File: src/rtl/johnson_slot_scheduler_pkg.sv
// Shared definitions for the Johnson-counter slot scheduler: sizes, FSM encoding,
// the legal ring codes and helpers to decode and validate them.
package johnson_slot_scheduler_pkg;

  localparam int JW    = 5;
  localparam int SLOTS = 2 * JW;
  localparam int SW    = 4;

  typedef enum logic [1:0] {
    ST_IDLE   = 2'd0,
    ST_RUN    = 2'd1,
    ST_FINISH = 2'd2
  } state_e;

  // Index i of this table is slot i.
  localparam logic [JW-1:0] JCODES [SLOTS] = '{
    5'b00000, 5'b00001, 5'b00011, 5'b00111, 5'b01111,
    5'b11111, 5'b11110, 5'b11100, 5'b11000, 5'b10000
  };

  function automatic logic [SW-1:0] jdecode(input logic [JW-1:0] code);
    logic [SW-1:0] idx;
    idx = '0;
    for (int i = 0; i < SLOTS; i++) begin
      if (code == JCODES[i]) idx = SW'(i);
    end
    return idx;
  endfunction

  function automatic logic jlegal(input logic [JW-1:0] code);
    logic ok;
    ok = 1'b0;
    for (int i = 0; i < SLOTS; i++) begin
      if (code == JCODES[i]) ok = 1'b1;
    end
    return ok;
  endfunction

endpackage

File: src/rtl/johnson_ring_core.sv
// Twisted-ring counter with synchronous clear and self-correction of illegal codes;
// a corrected code raises a one-cycle illegal flag.
module johnson_ring_core
  import johnson_slot_scheduler_pkg::*;
(
  input  logic          clk,
  input  logic          reset,
  input  logic          en,
  input  logic          clr,
  output logic [JW-1:0] count,
  output logic          illegal
);

  logic [JW-1:0] ring_q;
  logic          illegal_q;

  // Correction outranks clear and step so an upset is always reported.
  always_ff @(posedge clk or posedge reset) begin
    if (reset) begin
      ring_q    <= '0;
      illegal_q <= 1'b0;
    end else begin
      illegal_q <= !jlegal(ring_q);
      if (!jlegal(ring_q))
        ring_q <= '0;
      else if (clr)
        ring_q <= '0;
      else if (en)
        ring_q <= {ring_q[JW-2:0], ~ring_q[JW-1]};
    end
  end

  assign count   = ring_q;
  assign illegal = illegal_q;

endmodule

File: src/rtl/johnson_slot_scheduler.sv
// Round-based slot scheduler: runs the Johnson ring for a programmed number of
// rounds and grants the shared resource to the requester owning the current slot.
module johnson_slot_scheduler
  import johnson_slot_scheduler_pkg::*;
#(
  parameter int RW = 4
) (
  input  logic             clk,
  input  logic             reset,
  input  logic             start,
  input  logic             stop,
  input  logic [RW-1:0]    rounds,
  input  logic [SLOTS-1:0] req,
  output logic [JW-1:0]    count,
  output logic [SW-1:0]    slot,
  output logic [SLOTS-1:0] grant,
  output logic             busy,
  output logic             done,
  output logic             err
);

  state_e        state_q, state_d;
  logic [RW-1:0] remaining_q;
  logic [JW-1:0] count_w;
  logic          illegal_w;
  logic          accept, last_slot, ring_en, ring_clr;

  assign accept    = start && !stop && (rounds != '0);
  assign last_slot = (count_w == JCODES[SLOTS-1]);
  assign ring_en   = (state_q == ST_RUN);
  assign ring_clr  = (state_q != ST_RUN) || stop;

  johnson_ring_core u_core (
    .clk     (clk),
    .reset   (reset),
    .en      (ring_en),
    .clr     (ring_clr),
    .count   (count_w),
    .illegal (illegal_w)
  );

  always_ff @(posedge clk or posedge reset) begin
    if (reset) state_q <= ST_IDLE;
    else       state_q <= state_d;
  end

  // stop outranks completion, even on the last slot of the last round.
  always_comb begin
    state_d = state_q;
    case (state_q)
      ST_IDLE:   if (accept) state_d = ST_RUN;
      ST_RUN: begin
        if (stop)
          state_d = ST_IDLE;
        else if (last_slot && (remaining_q == RW'(1)))
          state_d = ST_FINISH;
      end
      ST_FINISH: state_d = ST_IDLE;
      default:   state_d = ST_IDLE;
    endcase
  end

  always_ff @(posedge clk or posedge reset) begin
    if (reset)
      remaining_q <= '0;
    else if ((state_q == ST_IDLE) && accept)
      remaining_q <= rounds;
    else if ((state_q == ST_RUN) && !stop && last_slot && (remaining_q > RW'(1)))
      remaining_q <= remaining_q - RW'(1);
  end

  assign count = count_w;
  assign slot  = jdecode(count_w);
  assign err   = illegal_w;

  always_comb begin
    busy  = 1'b0;
    done  = 1'b0;
    grant = '0;
    case (state_q)
      ST_RUN: begin
        busy  = 1'b1;
        grant = (SLOTS'(1) << slot) & req;
      end
      ST_FINISH: done = 1'b1;
      default: ;
    endcase
  end

endmodule
File: config.mk
export PLATFORM = sky130hd
export DESIGN_NAME = johnson_slot_scheduler
export DESIGN_NICKNAME = d
export VERILOG_FILES = /design/src/rtl/johnson_slot_scheduler_pkg.sv /design/src/rtl/johnson_ring_core.sv /design/src/rtl/johnson_slot_scheduler.sv
export SDC_FILE = /design/constraint.sdc
export NUM_CORES = 1
export LEC_CHECK = 0
export CORE_ASPECT_RATIO = 1.4
export CORE_MARGIN = 2
export CORE_UTILIZATION = 40
export CTS_CLUSTER_SIZE = 20
export DETAILED_ROUTE_END_ITERATION = 8
export GPL_TIMING_DRIVEN = 0
export PLACE_DENSITY = 0.78
export RECOVER_POWER = 100
export REMOVE_ABC_BUFFERS = 1
export SLEW_MARGIN = 30
export SYNTH_ARGS = -nofsm -noshare
export SYNTH_HDL_FRONTEND = slang
export SYNTH_SLANG_ARGS = --single-unit
export TNS_END_PERCENT = 1
File: constraint.sdc
create_clock -name clk -period 2.6 [get_ports clk]
set_input_delay 0.78 -clock clk [delete_from_list [all_inputs] [get_ports clk]]
set_output_delay 0.78 -clock clk [all_outputs]
set_load 0.01 [all_outputs]
==> impl.org <==
** Floorplanning
- The die covers 0.00256 mm2.
- Area of the core :: roughly 0.0020 mm2
- Placement Rows :: 19
- 40 I/O pins were placed.
- Floorplan die height :: between 50 and 60 um
- The initial utilization of the core area, before any placement, comes to 0.434.
- Width of the die :: 43.3 um

** Layout
- Net count reported at finish :: 174
- Signed area change from the synthesized netlist to the final layout :: 66.0%
- Final Instance Count excl. Fillers :: about 170
- In the final layout, the share of cells above drive strength 1 is 0.307.
- Once layout is complete, the utilization of the core stands at 0.720.
- Summing all multi-input logic gate instances after layout gives roughly 560 um2.
- Filler instances :: around 160
- Antenna diode instance count :: 0
- Across the whole layout, storage elements account for between 300 and 400 um2.

** Placement
- After detailed placement, the design holds a cell count of roughly 150.
- Timing analysis after detailed placement gives a worst setup slack of -446 ps.
- Final RePlAce weighted congestion :: approximately 0.8
- HPWL Detailed :: between 1500 and 2000 um
- During placement, the flow inserted port buffers numbering 39.

** Routing
- The routed layout has 994 vias.
- DRC violation count after routing :: 0
- Top routing layer in use :: met4
- Antenna-violating nets left :: 0
- Dividing the detail-routed via count by the number of cells gives roughly 5.7.
- In this run, the number of DRC markers left after iteration 0 of detailed routing was 29.
- Met3 WL :: around 200 um
- For this run, the detailed router's first-pass iteration total came to 4.
- After detailed routing, the wire length on met1 is about 940 um.
- Dividing the detail-routed wire length by the instance count gives 15.0 um.
- After detailed routing, the total wire length is ~2600 um.
- Detailed-routed wire length on met2 :: 1370 um

** Yosys
- Of the synthesized area, sequential elements account for 0.347.
- The largest total area in the synthesized netlist belongs to sky130_fd_sc_hd__dfrtp_1.
- Avg Inst Size Synth :: around 8.8 um2
- Largest cells by area after synthesis :: sky130_fd_sc_hd__dfrtp_1 35%, sky130_fd_sc_hd__and3_1 4.3%, sky130_fd_sc_hd__inv_1 3.9%
- Area share of the leading cell type in the synthesized netlist :: 0.347
- Synthesis instantiated 39 different standard cells from the library.
- Yosys printed 0 warnings.
- Synthesized instance count :: 98
- Summing every instance area after synthesis gives slightly below 900 um2.
- Flip-flop and latch count after synthesis :: 12

** Timing
- Hold Vio Cnt, Final :: 0
- Worst max-slew margin expressed relative to the limit :: 0.538
- Fin worst setup slack :: -20.8 ps
- RSZ-0062 raised after global routing :: yes
- Setup total negative slack on the finished layout was measured at -24.1 ps.
- On the final layout, the worst hold slack is about 580 ps.
- Between clock sinks in the finished design, the worst skew comes to about 4.8 ps.
- Top achievable clock speed :: about 380 MHz
- Period utilisation layout :: 1.01
- The final max-slew violation count came to 0.
- Setup violations remaining at the end of the flow were counted as 2.
- Time the final worst path needs with I/O delays and setup :: around 2600 ps
- Worst Max-Slew Pin Slew :: between 600 and 700 ps

** Setup path
- Of all nets on the critical path, the largest fanout is 7.
- For the worst setup path, the data required time is 1820 ps.
- Critical path launch point :: u_core.count[2]$_DFFE_PP0P_
- Endpoint class of the critical path :: output pin
- Slowest cell on crit path :: sky130_fd_sc_hd__a2111o_1
- Data arrival time of the critical path :: around 1800 ps
- On the worst path, the slowest cell contributes a delay of 470 ps.
- By startpoint and endpoint, the worst setup path is classified as reg -> out.
- STA classifies the critical path startpoint as a flop.
- In this run the critical register-to-register path is launched from u_core.count[2]$_DFFE_PP0P_.
- Cells along the critical path :: nand2_1, a2111o_1, buf_4, nor4_1, buf_2

** Clocking
- Hold buffers post-CTS :: 0
- CTS built an H-tree with a depth of 1.
- Latest clock arrival within the worst-skew pair :: roughly 270 ps
- TritonCTS built the clock tree.
- In this run the clock root is driven by a sky130_fd_sc_hd__clkbuf_4.
- Num CTS Buffers :: 3
- CTS sink cnt :: 12
- Max Root-Sink Buffers :: 2
- After clock tree synthesis, the clock-pin slew on the worst setup and hold paths is ~70 ps.

** Pwr
- Leakage power figure :: between 0.6 and 0.7 nW
- Switching power as a share of total power :: 0.272
- Sw power :: around 0.13 mW
- Of the total power, combinational logic draws 0.251.
- Reg power frac :: 0.451
- Share of power burned in the clock network :: 0.298
- Peak supply drop :: around 0.35 mV
- Dividing total power by cell area gives a power density of about 340 mW/mm2.
- Design internal power :: around 0.35 mW

** Global routing
- First-pass GRT wire length :: ~4200 um
- GR Overflow Total :: 0
- The initial antenna violation count was 0.
- The via count of the first global-routing pass is around 970.
- Largest net degree at the start of global routing :: 13
- Across every metal layer, demand over resource in global routing totals 0.211.

** Run
- Reported max-cap violation count :: 0

** Outcome
- The flow ran to the end, but the final reports show violations.
- The final reports fail on setup timing.

** Min path
- HP Class :: reg -> reg
- The startpoint identified for the worst hold timing path is state_q[1]$_DFFE_PP0P_.
==> power groups by stage <==
stage | Sequential, mW | Clock (mW) | Combinational, mW
floorplan | 0.220 | 0 | 0.0618
CTS | 0.218 | 0.151 | 0.123
finish | 0.219 | 0.145 | 0.122
global route | 0.222 | 0.155 | 0.136
global placement | 0.222 | 0 | 0.110
detailed placement | 0.223 | 0 | 0.114
==> logic make-up (layout without fill, tap and decap cells) <==
group           count (synthesis)  after routing  share of synthesized area
flops                          12             12                      0.347
mux                             2              2                     0.0231
compound gates                 19             19                      0.168
fa+ha+maj                       2              2                     0.0289
xor+xnor                        2              2                     0.0202
buf+inv                        13             68                     0.0852
simple gates                   48             48                      0.328
==> cells in the final DEF, fill, tap and decap left out, types with 3 or more instances in the layout <==
cell                              count
sky130_fd_sc_hd__o21ai_0              3
sky130_fd_sc_hd__a21oi_1              4
sky130_fd_sc_hd__inv_1                7
sky130_fd_sc_hd__buf_4               14
sky130_fd_sc_hd__and3_1               6
sky130_fd_sc_hd__nor4_1               3
sky130_fd_sc_hd__buf_2                8
sky130_fd_sc_hd__nor2_1               8
sky130_fd_sc_hd__dlygate4sd2_1        3
sky130_fd_sc_hd__nand2_1              6
sky130_fd_sc_hd__clkbuf_4             3
sky130_fd_sc_hd__nor2b_1              4
sky130_fd_sc_hd__dfrtp_2              5
sky130_fd_sc_hd__dfrtp_1              7
sky130_fd_sc_hd__clkdlybuf4s50_1     18
sky130_fd_sc_hd__dlygate4sd3_1        8
==> worst max-delay path: cells and delay by family (launching register included) <==
kind | cells | cell delay [ps]
and+or+nand+nor | 2 | 350
DFF | 1 | 420
buffers and inverters | 2 | 340
AOI/OAI and AO/OA | 1 | 470
==> synth_stat cells (all sizes together) <==
cell     number
a31oi         1
or3           2
and4b         1
o211ai        2
or2           1
inv           9
nor4b         1
buf           2
nand2         6
clkbuf        2
a2111oi       1
xor2          1
and2          3
o22a          1
o21ai         3
nor4          5
nor2          8
o32ai         2
nor3b         1
o2111a        1
nand2b        2
nand3         1
a2111o        2
or3b          1
dfrtp        12
or4b          1
mux2i         2
and2b         1
a21oi         5
and3          6
nor2b         4
o41ai         1
xnor2         1
ha            2
nand4b        1
nor3          3
==> flip-flops by register name, indices dropped and copies added, names as in the netlist <==
name            cells
u_core.count        5
remaining_q         4
state_q             2
u_core.illegal      1
==> through the flow <==
stage	instance area [um2]	total power, mW
3_3_place_gp	1240	0.333
2_1_floorplan	826	0.282
4_1_cts	1420	0.492
3_5_place_dp	1250	0.337
6_report	1440	0.486
5_1_grt	1440	0.512
==> cell type report <==
cell class | instances | area share
Inverter | 9 | 0.0252
Multi-Input combinational cell | 73 | 0.392
Tap cell | 21 | 0.0183
Sequential cell | 12 | 0.213
Clock buffer | 4 | 0.0252
Timing Repair Buffer | 55 | 0.326
==> what timing repair did <==
item / in CTS / in global routing
setup buffers: 16 / 0
setup endpoints to repair: 14 / 10
resized for setup: 47 / 10
cloned: 0 / 0
pin swaps: 10 / 2
==> per-layer routing <==
layer	up-vias	track usage
met4	0	0.121
met1	465	0.231
met5	-	0
li1	469	-
met2	48	0.375
met3	12	0.0396
==> final timing paths <==
path / end / slack (ps) / cells past startpoint
worst max-delay path: grant[5] / -20 / 5
worst min-delay path: state_q[1]$_DFFE_PP0P_ / 580 / 2
worst max register to register: remaining_q[3]$_DFFE_PP0P_ / 370 / 6
worst min register to register: state_q[1]$_DFFE_PP0P_ / 580 / 2
max in group asynchronous: u_core.count[1]$_DFFE_PP0P_ / 1330 / 2
min in group asynchronous: remaining_q[2]$_DFFE_PP0P_ / 940 / 2
Power figures use the tool's default switching activity.
==> variant (same settings) <==
Encoding of `state_e`: now one-hot (3 bits for 3 states).
--- a/src/rtl/johnson_slot_scheduler_pkg.sv
+++ b/src/rtl/johnson_slot_scheduler_pkg.sv
@@ -6,10 +6,10 @@
   localparam int SLOTS = 2 * JW;
   localparam int SW    = 4;
 
-  typedef enum logic [1:0] {
-    ST_IDLE   = 2'd0,
-    ST_RUN    = 2'd1,
-    ST_FINISH = 2'd2
+  typedef enum logic [2:0] {
+    ST_IDLE   = 3'b001,
+    ST_RUN    = 3'b010,
+    ST_FINISH = 3'b100
   } state_e;
 
   // Index i of this table is slot i.
Formal check against the unedited RTL: same outputs for any inputs over 10 cycles, from zero or initial values and one cycle with reset high; not proved beyond that.
==> variant against the original RTL <==
Cell count rose by 14%; sequential share of layout area about the same; the flow still finishes with violations (negative setup slack); via count is 6.2% higher; cell area up 8.6%; largest power group unchanged; synthesized cell count is 11% higher; die area is 14% higher; total power is 4.8% lower; area after synthesis grew 15%; critical endpoint is now grant[1]; register-to-register slack improved by 0.41 ns; worst setup slack worse by 0.12 ns; routed wire length increased by 6.8%; sequential cell count is 1 higher; worst hold slack improved by 0.027 ns.
==> variant: results <==
metrics = {
    "power_and_ir_drop": {
        "power_switching_uw": 130,
        "ir_worst_vdd_v": 0.000312,
        "power_leakage_nw": 0.737,
        "powerDensity_mw_per_mm2": 296,
    },
    "layout": {
        "final-clk-cell-share_pct": 1.68,
        "nets": 186,
        "multi_input_gates": 83,
        "nFillCells": 188,
        "num-nonclk-buffers": 56,
        "drive_gt1_share_pct": 37.0,
        "design_area_mm2": 0.00156,
        "sh_seq_area_pct": 21.3,
        "multiInputGateArea_um2": 633,
        "buffer_area_share_pct": 31.1,
    },
    "setup_path": {
        "critPathCapture": "grant[1]",
        "cp.arrival_ns": 1.96,
        "cp_max_fo": 5,
        "crit_start": "u_core.count[1]$_DFFE_PP0P_",
        "r2r_start": "u_core.count[0]$_DFFE_PP0P_",
        "r2r_cells": 8,
        "worstReg2RegEnd": "remaining_q[1]$_DFFE_PP0P_",
        "rrSetupSlack_ns": 0.78,
    },
    "global_route": {
        "grt_usage_pct": 19.2,
        "grt_use_met3_pct": 3.44,
        "use_met1_pct": 20.5,
        "met2_usage_pct": 34.2,
        "grt_pass1_wl_um": 4240,
    },
    "timing": {
        "final-setup-viol-count": 6,
        "setup_slack_ns": -0.138,
        "clock_skew_ns": 0.00670,
        "whs_ns": 0.606,
        "worst_slew_pin_slew_ns": 0.508,
    },
    "route": {
        "routedWlPerCell_um": 14.0,
        "dr_wl_met3_um": 154,
        "drtIter0Drc": 45,
        "dr_wl_met2_um": 1490,
        "firstDrtPassIters": 5,
    },
    "synthesis": {
        "synth_area_leaders": "dfrtp_1, a31oi_1, and2_1",
        "yosysUniqueCellTypes": 46,
        "seq_area_frac_synth_pct": 32.7,
        "synth_common_cells": "dfrtp_1, nand2_1, nor2_1, inv_1",
    },
    "min_path": {
        "whs_endpoint": "remaining_q[2]$_DFFE_PP0P_",
    },
    "place": {
        "dp_cells": 178,
        "place_congestion": 0.788,
    },
    "outcome": {
        "violations": "negative setup slack",
        "status": "finished, violations left",
    },
    "floorplan": {
        "core-area_mm2": 0.00239,
    },
}
==> variant: changes by cell type after synthesis, moves of 3 or more <==
cell,unedited run,this run
a21oi_1,5,1
a31oi_1,1,5
and2_1,2,5
inv_1,9,6
nand3_1,1,4
nor3_2,0,3
nor4_1,5,0
==> variant: cell families (layout without fill, tap and decap cells) <==
logic type,count (synthesis),in the layout,share of synthesized area [%]
compound gates,18,18,11.8
xor+xnor,1,1,0.877
fa+ha+maj,2,2,2.51
buf+inv,13,69,7.77
flops,13,13,32.7
mux,2,2,2.51
simple gates,60,60,41.9
==> variant: worst max-delay path: stages, from the launching register on <==
cell     delay [ns]
dfrtp_2        0.44
buf_6          0.12
mux2_4         0.25
nor2b_4        0.13
or3b_4         0.40
nor3_2         0.18
buf_2          0.15
==> variant: repair_timing <==
item,CTS,global route
pin swaps,6,4
endpoints found under the setup margin,12,12
setup buffers,11,6
gates resized for setup,48,11
